[config.mk]
export PLATFORM = sky130hd
export DESIGN_NAME = pattern_gen
export DESIGN_NICKNAME = d
export VERILOG_FILES = /design/src/rtl/pattern_gen_pkg.sv /design/src/rtl/pattern_word_gen.sv /design/src/rtl/pattern_gen.sv
export SDC_FILE = /design/constraint.sdc
export NUM_CORES = 1
export LEC_CHECK = 0
export BUFFER_PORTS_ARGS = -buffer_cell sky130_fd_sc_hd__buf_4
export CAP_MARGIN = 40
export CORE_UTILIZATION = 59
export DETAILED_ROUTE_END_ITERATION = 8
export PLACE_DENSITY = 0.8
export SLEW_MARGIN = 40
export SYNTH_ARGS = -nofsm -noshare
export SYNTH_HDL_FRONTEND = slang
export SYNTH_SLANG_ARGS = --single-unit
[constraint.sdc]
create_clock -name serdesclk -period 6.4 [get_ports serdesclk]
set_clock_uncertainty 0.1 [all_clocks]
set_input_delay 0.96 -clock serdesclk [delete_from_list [all_inputs] [get_ports serdesclk]]
set_output_delay 0.96 -clock serdesclk [all_outputs]
set_load 0.05 [all_outputs]
[src/rtl/pattern_gen_pkg.sv]
`default_nettype none
// +----------------------------------------------------------------------+
// | Module      : pattern_gen_pkg                                        |
// | Description : Shared widths, pattern selectors and FSM state type    |
// |               for the synthetic event-window pattern source.         |
// | Revision    : 1.0 - initial release                                  |
// +----------------------------------------------------------------------+
package pattern_gen_pkg;

  // Tracker-wide datapath widths
  localparam int PG_DIGI_BITS       = 32;  // data word width
  localparam int PG_EVENT_SIZE_BITS = 10;  // window size in 64-bit beats
  localparam int PG_SPILL_TAG_BITS  = 20;  // event-window tag width

  // Largest window actually written; bigger requests are truncated
  localparam int PATTERN_MAX_BEATS  = 1000;

  // Data pattern selectors
  localparam logic [1:0] PATTERN_TYPE_CNT  = 2'd0;  // running seed counter
  localparam logic [1:0] PATTERN_TYPE_WALK = 2'd1;  // walking one
  localparam logic [1:0] PATTERN_TYPE_ALT  = 2'd2;  // A5/5A alternation
  localparam logic [1:0] PATTERN_TYPE_TAG  = 2'd3;  // {tag, word index}

  // Alternating pattern bytes
  localparam logic [7:0] ALT_EVEN_BYTE = 8'hA5;
  localparam logic [7:0] ALT_ODD_BYTE  = 8'h5A;

  // Window sequencer states
  typedef enum logic [1:0] {
    ST_IDLE = 2'd0,
    ST_GEN  = 2'd1,
    ST_DONE = 2'd2
  } pg_state_t;

endpackage : pattern_gen_pkg
`default_nettype wire

[src/rtl/pattern_word_gen.sv]
`default_nettype none
// +----------------------------------------------------------------------+
// | Module      : pattern_word_gen                                       |
// | Description : Combinational data-word generator. Maps pattern type,  |
// |               word index, window tag and running seed to one word.   |
// | Revision    : 1.0 - initial release                                  |
// +----------------------------------------------------------------------+
module pattern_word_gen
  import pattern_gen_pkg::*;
#(
  parameter int DIGI_BITS = PG_DIGI_BITS,
  parameter int IDX_BITS  = PG_EVENT_SIZE_BITS + 1
) (
  input  logic [1:0]           pattern_type,
  input  logic [IDX_BITS-1:0]  w,
  input  logic [15:0]          tag16,
  input  logic [DIGI_BITS-1:0] seed,
  output logic [DIGI_BITS-1:0] word
);

  // Select the word for index w; walking one wraps every 32 words
  always_comb begin
    word = '0;
    case (pattern_type)
      PATTERN_TYPE_CNT:  word = seed;
      PATTERN_TYPE_WALK: word = DIGI_BITS'(1) << w[4:0];
      PATTERN_TYPE_ALT:  word = w[0] ? {(DIGI_BITS/8){ALT_ODD_BYTE}}
                                     : {(DIGI_BITS/8){ALT_EVEN_BYTE}};
      default:           word = DIGI_BITS'({tag16, 16'(w)});
    endcase
  end

endmodule : pattern_word_gen
`default_nettype wire

[src/rtl/pattern_gen.sv]
`default_nettype none
// +----------------------------------------------------------------------+
// | Module      : pattern_gen                                            |
// | Description : Synthetic event-window source. Each start writes one   |
// |               window of deterministic words (two per beat) and ends  |
// |               with a one-cycle done strobe carrying size/tag/ovfl.   |
// | Revision    : 1.0 - initial release                                  |
// +----------------------------------------------------------------------+
module pattern_gen
  import pattern_gen_pkg::*;
#(
  parameter int DIGI_BITS       = PG_DIGI_BITS,
  parameter int EVENT_SIZE_BITS = PG_EVENT_SIZE_BITS,
  parameter int SPILL_TAG_BITS  = PG_SPILL_TAG_BITS,
  parameter int MAX_BEATS       = PATTERN_MAX_BEATS
) (
  input  logic                       serdesclk,
  input  logic                       serdes_reset,
  input  logic                       start,
  input  logic                       pattern_init,
  input  logic [1:0]                 pattern_type,
  input  logic [EVENT_SIZE_BITS-1:0] pattern_nbeats,
  input  logic                       ewfifo_full,
  output logic                       curr_ewfifo_wr,
  output logic                       ew_done,
  output logic                       ew_ovfl,
  output logic                       ew_fifo_we,
  output logic [DIGI_BITS-1:0]       ew_fifo_data,
  output logic [EVENT_SIZE_BITS-1:0] ew_size,
  output logic [SPILL_TAG_BITS-1:0]  ew_tag,
  output logic                       start_missed
);

  // Word index spans 2*beats, so it needs one extra bit
  localparam int IDX_BITS = EVENT_SIZE_BITS + 1;
  localparam logic [EVENT_SIZE_BITS-1:0] MAX_NB = EVENT_SIZE_BITS'(MAX_BEATS);

  pg_state_t                  state;
  logic [1:0]                 type_r;
  logic [EVENT_SIZE_BITS-1:0] nb_r;
  logic                       ovfl_r;
  logic [SPILL_TAG_BITS-1:0]  tag_r;
  logic [SPILL_TAG_BITS-1:0]  tag_cnt;
  logic [IDX_BITS-1:0]        idx_r;
  logic [DIGI_BITS-1:0]       seed_r;

  logic                       req_ovfl;
  logic [EVENT_SIZE_BITS-1:0] nb_clamped;
  logic [IDX_BITS-1:0]        last_idx;
  logic                       write_now;
  logic [DIGI_BITS-1:0]       next_word;

  assign req_ovfl   = (pattern_nbeats > MAX_NB);
  assign nb_clamped = req_ovfl ? MAX_NB : pattern_nbeats;
  // Index of the final word of the window (2*nb - 1); only used when nb > 0
  assign last_idx   = {nb_r, 1'b0} - IDX_BITS'(1);
  assign write_now  = (state == ST_GEN) && !ewfifo_full;

  pattern_word_gen #(
    .DIGI_BITS (DIGI_BITS),
    .IDX_BITS  (IDX_BITS)
  ) u_word_gen (
    .pattern_type (type_r),
    .w            (idx_r),
    .tag16        (tag_r[15:0]),
    .seed         (seed_r),
    .word         (next_word)
  );

  // Window sequencer: latch request, stream words under backpressure, report
  always_ff @(posedge serdesclk or posedge serdes_reset) begin
    if (serdes_reset) begin
      state          <= ST_IDLE;
      type_r         <= '0;
      nb_r           <= '0;
      ovfl_r         <= 1'b0;
      tag_r          <= '0;
      idx_r          <= '0;
      ew_fifo_we     <= 1'b0;
      ew_fifo_data   <= '0;
      ew_done        <= 1'b0;
      ew_size        <= '0;
      ew_tag         <= '0;
      ew_ovfl        <= 1'b0;
      curr_ewfifo_wr <= 1'b0;
    end else begin
      ew_fifo_we <= 1'b0;
      ew_done    <= 1'b0;
      case (state)
        ST_IDLE: begin
          if (start) begin
            type_r <= pattern_type;
            nb_r   <= nb_clamped;
            ovfl_r <= req_ovfl;
            tag_r  <= tag_cnt;
            idx_r  <= '0;
            state  <= (nb_clamped == '0) ? ST_DONE : ST_GEN;
          end
        end
        ST_GEN: begin
          if (!ewfifo_full) begin
            ew_fifo_we   <= 1'b1;
            ew_fifo_data <= next_word;
            idx_r        <= idx_r + IDX_BITS'(1);
            if (idx_r == last_idx) begin
              state <= ST_DONE;
            end
          end
        end
        ST_DONE: begin
          ew_done        <= 1'b1;
          ew_size        <= nb_r;
          ew_tag         <= tag_r;
          ew_ovfl        <= ovfl_r;
          curr_ewfifo_wr <= ~curr_ewfifo_wr;
          state          <= ST_IDLE;
        end
        default: state <= ST_IDLE;
      endcase
    end
  end

  // Tag counter, running seed and missed-start flag; pattern_init overrides updates
  always_ff @(posedge serdesclk or posedge serdes_reset) begin
    if (serdes_reset) begin
      tag_cnt      <= '0;
      seed_r       <= '0;
      start_missed <= 1'b0;
    end else if (pattern_init) begin
      tag_cnt      <= '0;
      seed_r       <= '0;
      start_missed <= 1'b0;
    end else begin
      if (state == ST_DONE) begin
        tag_cnt <= tag_cnt + SPILL_TAG_BITS'(1);
      end
      if (write_now && (type_r == PATTERN_TYPE_CNT)) begin
        seed_r <= seed_r + DIGI_BITS'(1);
      end
      if (start && (state != ST_IDLE)) begin
        start_missed <= 1'b1;
      end
    end
  end

endmodule : pattern_gen
`default_nettype wire

Word level (Yosys, flattened, before mapping) --
Index checks and enable logic that the tools add are counted.
Word-level totals: logic and storage cells 68, input bits 17, register bits 165, output and inout port bits 67
Cells by class: shift operators 1, reductions and logical operators 16, muxes and demuxes 20, bitwise gates (word level) 2, equal/unequal tests 8, add/subtract/negate cells 4, $lt $le $gt $ge 1
Operator list (count):
- 32-bit two-way mux | 3
- 32-bit one-hot mux with 3 select lines | 1
- 20-bit two-way mux | 2
- 32-bit by 1-bit adder with 32-bit output (second input constant) | 1
- 1-bit by 5-bit left shift with 32-bit output (first input constant) | 1
- 11-bit two-way mux | 2
- 11-bit one-hot mux with 2 select lines | 1
- 20-bit by 1-bit adder with 20-bit output (second input constant) | 1
- 11-bit by 1-bit adder with 11-bit output (second input constant) | 1
- 11-bit equality test | 1
- 11-bit by 1-bit subtractor with 11-bit output (second input constant) | 1
- 10-bit greater-than comparator (second input constant) | 1
- 10-bit logical NOT | 1
- 10-bit two-way mux | 1
- 2-bit nonzero test | 5
- 2-bit two-way mux | 4
- 3-bit AND reduction | 2
- 1-bit two-way mux | 5
- 2-bit by 1-bit equality test with 1-bit output (second input constant) | 2
- 2-bit equality test (second input constant) | 2
- 2-bit logical NOT | 2
- 2-bit != test (second input constant) | 2
- 2-bit one-hot mux with 2 select lines | 1
- 2-bit AND reduction | 2
- 4 further kinds | 7

Longest topological paths before layout --
word-level depth 6, depth in mapped cells 8, gate-level depth less buffers 7

Cells and area by module --
Synthesis repeated with hierarchy kept, for this count alone.
Unflattened totals: cells, all modules 877, area total of the unflattened synthesis 8021.4 µm²
By module, submodules not included:
- pattern_gen | times used 1, area an instance 7185.6 µm², seq. area each 4129.0 µm², cells an instance 721
- pattern_word_gen | times used 1, area an instance 835.8 µm², seq. area each 0.0 µm², cells an instance 156

Worst setup path before layout --
Ideal clock, no wire load.
path kind input-to-reg, from in ewfifo_full, to reg seed_r[30], arrival time 2507 ps, setup time 78 ps, slack 3715 ps, data required time 6222 ps, path buffers 2, stages on the path 8, cells stage by stage or3b_1 clkbuf_1 inv_2 and4_1 buf_2 nand3_1 or4_1 a21oi_1
Between the ends: longest elaborated chain between the ends 4
Ends and longest elaborated chain:
- start: declaration | RTL line pattern_gen.sv:23 | input logic ewfifo_full,
- 1-bit logical NOT
- 1-bit logical AND | RTL line pattern_gen.sv:57 | assign write_now = (state == ST_GEN) && !ewfifo_full;
- 1-bit logical AND | RTL line pattern_gen.sv:137 | if (write_now && (type_r == PATTERN_TYPE_CNT)) begin
- 2-bit nonzero test (no line)
- end signal: assignment | RTL line pattern_gen.sv:138 | seed_r <= seed_r + DIGI_BITS'(1);
- end: declaration | RTL line pattern_gen.sv:45 | logic [DIGI_BITS-1:0] seed_r;
No other way between the ends. A chain may end at the register's enable or synchronous reset.

Worst setup path after layout --
from in ewfifo_full, to reg seed_r[31]
Same word-level chain as after synthesis.

==> flow_summary_export.csv <==
group,metric,value,unit
routing,routed_wirelength,19200,um
yosys,ys_ff_latch,165,
timing,timing.fmax,319,MHz
yosys,yosysTopAreaCellShare,51.8,%
final_layout,fin_nets,973,
placement,gp_congestion,0.933,
final_layout,regArea,0.00413,mm2
setup_path,cp_cell_sequence,"buf_4 -> or3b_4 -> inv_2 -> a21o_1 -> nand3_1 -> or4_1 -> a21oi_1",
final_layout,antenna_cells,0,
final_layout,layout_commonest_cell,"nand2_1",
die,fp.coreArea,0.0132,mm2
pwr,power.density,388,mW/mm2
die,die_area,0.0140,mm2
die,start_util,60.5,%
global_routing,grt_max_degree,89,
placement,io_buffers,83,
final_layout,multi_input_area,0.00357,mm2
yosys,netlist_area,0.00798,mm2
routing,dr.pass1.iters,5,
die,die_y,118,um
clock_tree,numCtsBuffers,17,
timing,grt_setup_unrepaired,"false",
clock_tree,h-tree-depth,4,
yosys,synth-seq-area-share,51.8,%
clock_tree,cts_resized,0,
setup_path,start_kind,"input pin",
yosys,syn_inst,893,
final_layout,area_growth,15.7,%
routing,wl_met1,8610,um
yosys,synth.distinct_cells,57,
clock_tree,cts_hold_buf,0,
setup_path,required,6.66,ns
flow_run,maxCapViolations,0,
pwr,ir_drop,0.217,mV
setup_path,critPathTopFamily,"simple AND/OR/NAND/NOR gates",
yosys,synth_top_cell_by_area,"dfrtp_1",
final_layout,layout.cells.non_filler,1136,
timing,fin_crit,3.14,ns
routing,wl_met3,1240,um
setup_path,crit_arrival,3.40,ns
final_layout,fill_cells,1001,
global_routing,grt_pass1_wl,31600,um
final_layout,layout_common_cells,"nand2_1 (232), dfrtp_1 (165), buf_4 (88)",
yosys,yosys_warnings,0,
clock_tree,cts_tree,"built",
global_routing,track_usage,28.9,%
clock_tree,root_buffer,"clkbuf_16",
global_routing,overflow,0,
final_layout,drive_gt1_share,14.6,%
setup_path,critPathKind,"input pin to flip-flop",
routing,routed_via_density,5.88,
setup_path,slowest_delay,0.62,ns
timing,min_period_over_period,49.1,%
routing,vias,6681,
hold_path,min_path_type,"flip-flop to flip-flop",
setup_path,crit_path_max_fanout,60,
routing,wl_per_cell,16.9,um
final_layout,fin_util,69.9,%
setup_path,worst-path-buf-inv,2,
routing,drc,0,
routing,top_layer,"met4",
setup_path,crit_slowest_cell,"or3b_4",
placement,dp_cells,1104,
yosys,synth_ff_type,"dfrtp_1",
timing,maxSlewHeadroom,42.7,%
die,ios,84,
timing,finalSetupTns,0,ns
global_routing,grt_pass1_vias,6262,
timing,hold_violations,0,
clock_tree,clkLatencyLatePin,0.43,ns
routing,wl_met2,8910,um
placement,dp_hpwl,12700,um
die,std_cell_rows,42,
yosys,synth_area_leaders,"dfrtp_1 (52%), nand2_1 (11%), o21ai_0 (4.9%)",
clock_tree,postCtsSetupRepairBufs,0,
timing,worst_pin_slew,0.857,ns
clock_tree,cts.sinks,165,
yosys,async_flop_share,100,%
global_routing,antenna_found_initial,0,
pwr,leakage,0.00434,uW
yosys,avgSynthCellArea,8.93,um2
routing,drt-initial-drc-count,582,
setup_path,worst_setup_path_end_kind,"flip-flop",
clock_tree,clockBufferDepth,2,
yosys,synth_nets,919,
clock_tree,path_clk_slew,0.07,ns
routing,ant_nets,0,
yosys,synth-edff-count,0,
timing,maxSlewViolCount,0,
run_status,status,"finished, final reports clean",
die,chipWidth,118,um
timing,setup_viol_count_final,0,
## registers in the layout, summed over array words and instances (netlist names), 2 cells and up
register      cells
ew_fifo_data     32
ew_size          10
ew_tag           20
idx_r            11
nb_r             10
seed_r           32
state             2
tag_cnt          20
tag_r            20
type_r            2
## cells by family (layout without fill, tap and decap cells)
logic type	count (synthesis)	after routing	synth area share, %
xor gates and xnor gates	57	57	6.26
adders and majority gates	9	9	1.41
DFF	165	165	51.8
muxes	7	7	0.910
AOI/OAI and AO/OA	154	154	11.9
buffers and inverters	76	143	3.70
and+or+nand+nor	425	425	24.0
## cells in the mapped netlist, drive strengths merged, types with 2 or more instances
cell type and number:
nand2 232, dfrtp 165, o21ai 78, nor2 65
clkbuf 45, nand3 31, xor2 31, a21oi 27
xnor2 26, nand4 23, inv 22, a221o 15
nor3 14, or3 11, and2 10, buf 9
ha 9, and3 7, o31ai 6, or4 6
mux2i 5, nor2b 5, and4 4, nor4 4
a22o 3, nor3b 3, o21a 3, o2bb2ai 3
or2 3, a211oi 2, a21o 2, a31oi 2
mux2 2, nand2b 2, o2111ai 2, o221ai 2
or3b 2
## power breakdown
| part | leakage, uW | switching (uW) | internal, uW |
|---|---|---|---|
| registers | 0.00223 | 221 | 1200 |
| logic | 0.00185 | 799 | 409 |
| clock network | 0.000257 | 434 | 510 |
## final timing paths
| kind | depth (start not counted) | from | end | slack, ns |
|---|---|---|---|---|
| setup / recovery | 7 | ewfifo_full | seed_r[31] | 3.26 |
| hold / removal | 2 | tag_r[17] | ew_tag[17] | 0.37 |
| setup reg to reg | 6 | state[1] | seed_r[31] | 3.40 |
| hold reg to reg | 2 | tag_r[17] | ew_tag[17] | 0.37 |
| max in group asynchronous | 3 | serdes_reset | seed_r[27] | 4.55 |
| min in group asynchronous | 2 | serdes_reset | ew_fifo_we | 0.51 |
## metal layers
layer  vias to the layer above  track usage (%)
met5                         -                0
met4                         0             11.5
met3                        38             5.16
met2                       283             44.7
met1                      3219             40.6
li1                       3141                -
## tightest hold or removal path, cell delays in order (launching register included)
cell     delay (ns)
dfrtp_1        0.34
nand2_1        0.05
nand2_1        0.04
## layout make-up
type                            instances  area share [%]
Clock inverter                         13            1.10
Timing Repair Buffer                   89            7.28
Sequential cell                       165            44.8
Inverter                               22           0.977
Multi-Input combinational cell        652            38.7
Clock buffer                           19            4.80
Tap cell                              176            2.39
## through the flow
stage	setup slack (ns)	hold WS, ns	power, uW	instance area (um2)
after global routing	3.06	0.398	3750	9230
after detailed placement	2.84	0.349	2630	8680
final	3.26	0.365	3580	9230
after global placement	2.57	0.350	2600	8660
after floorplan	0.878	0.339	2270	7980
after CTS	3.28	0.365	3570	9220
(Power assumes the default switching activity.)
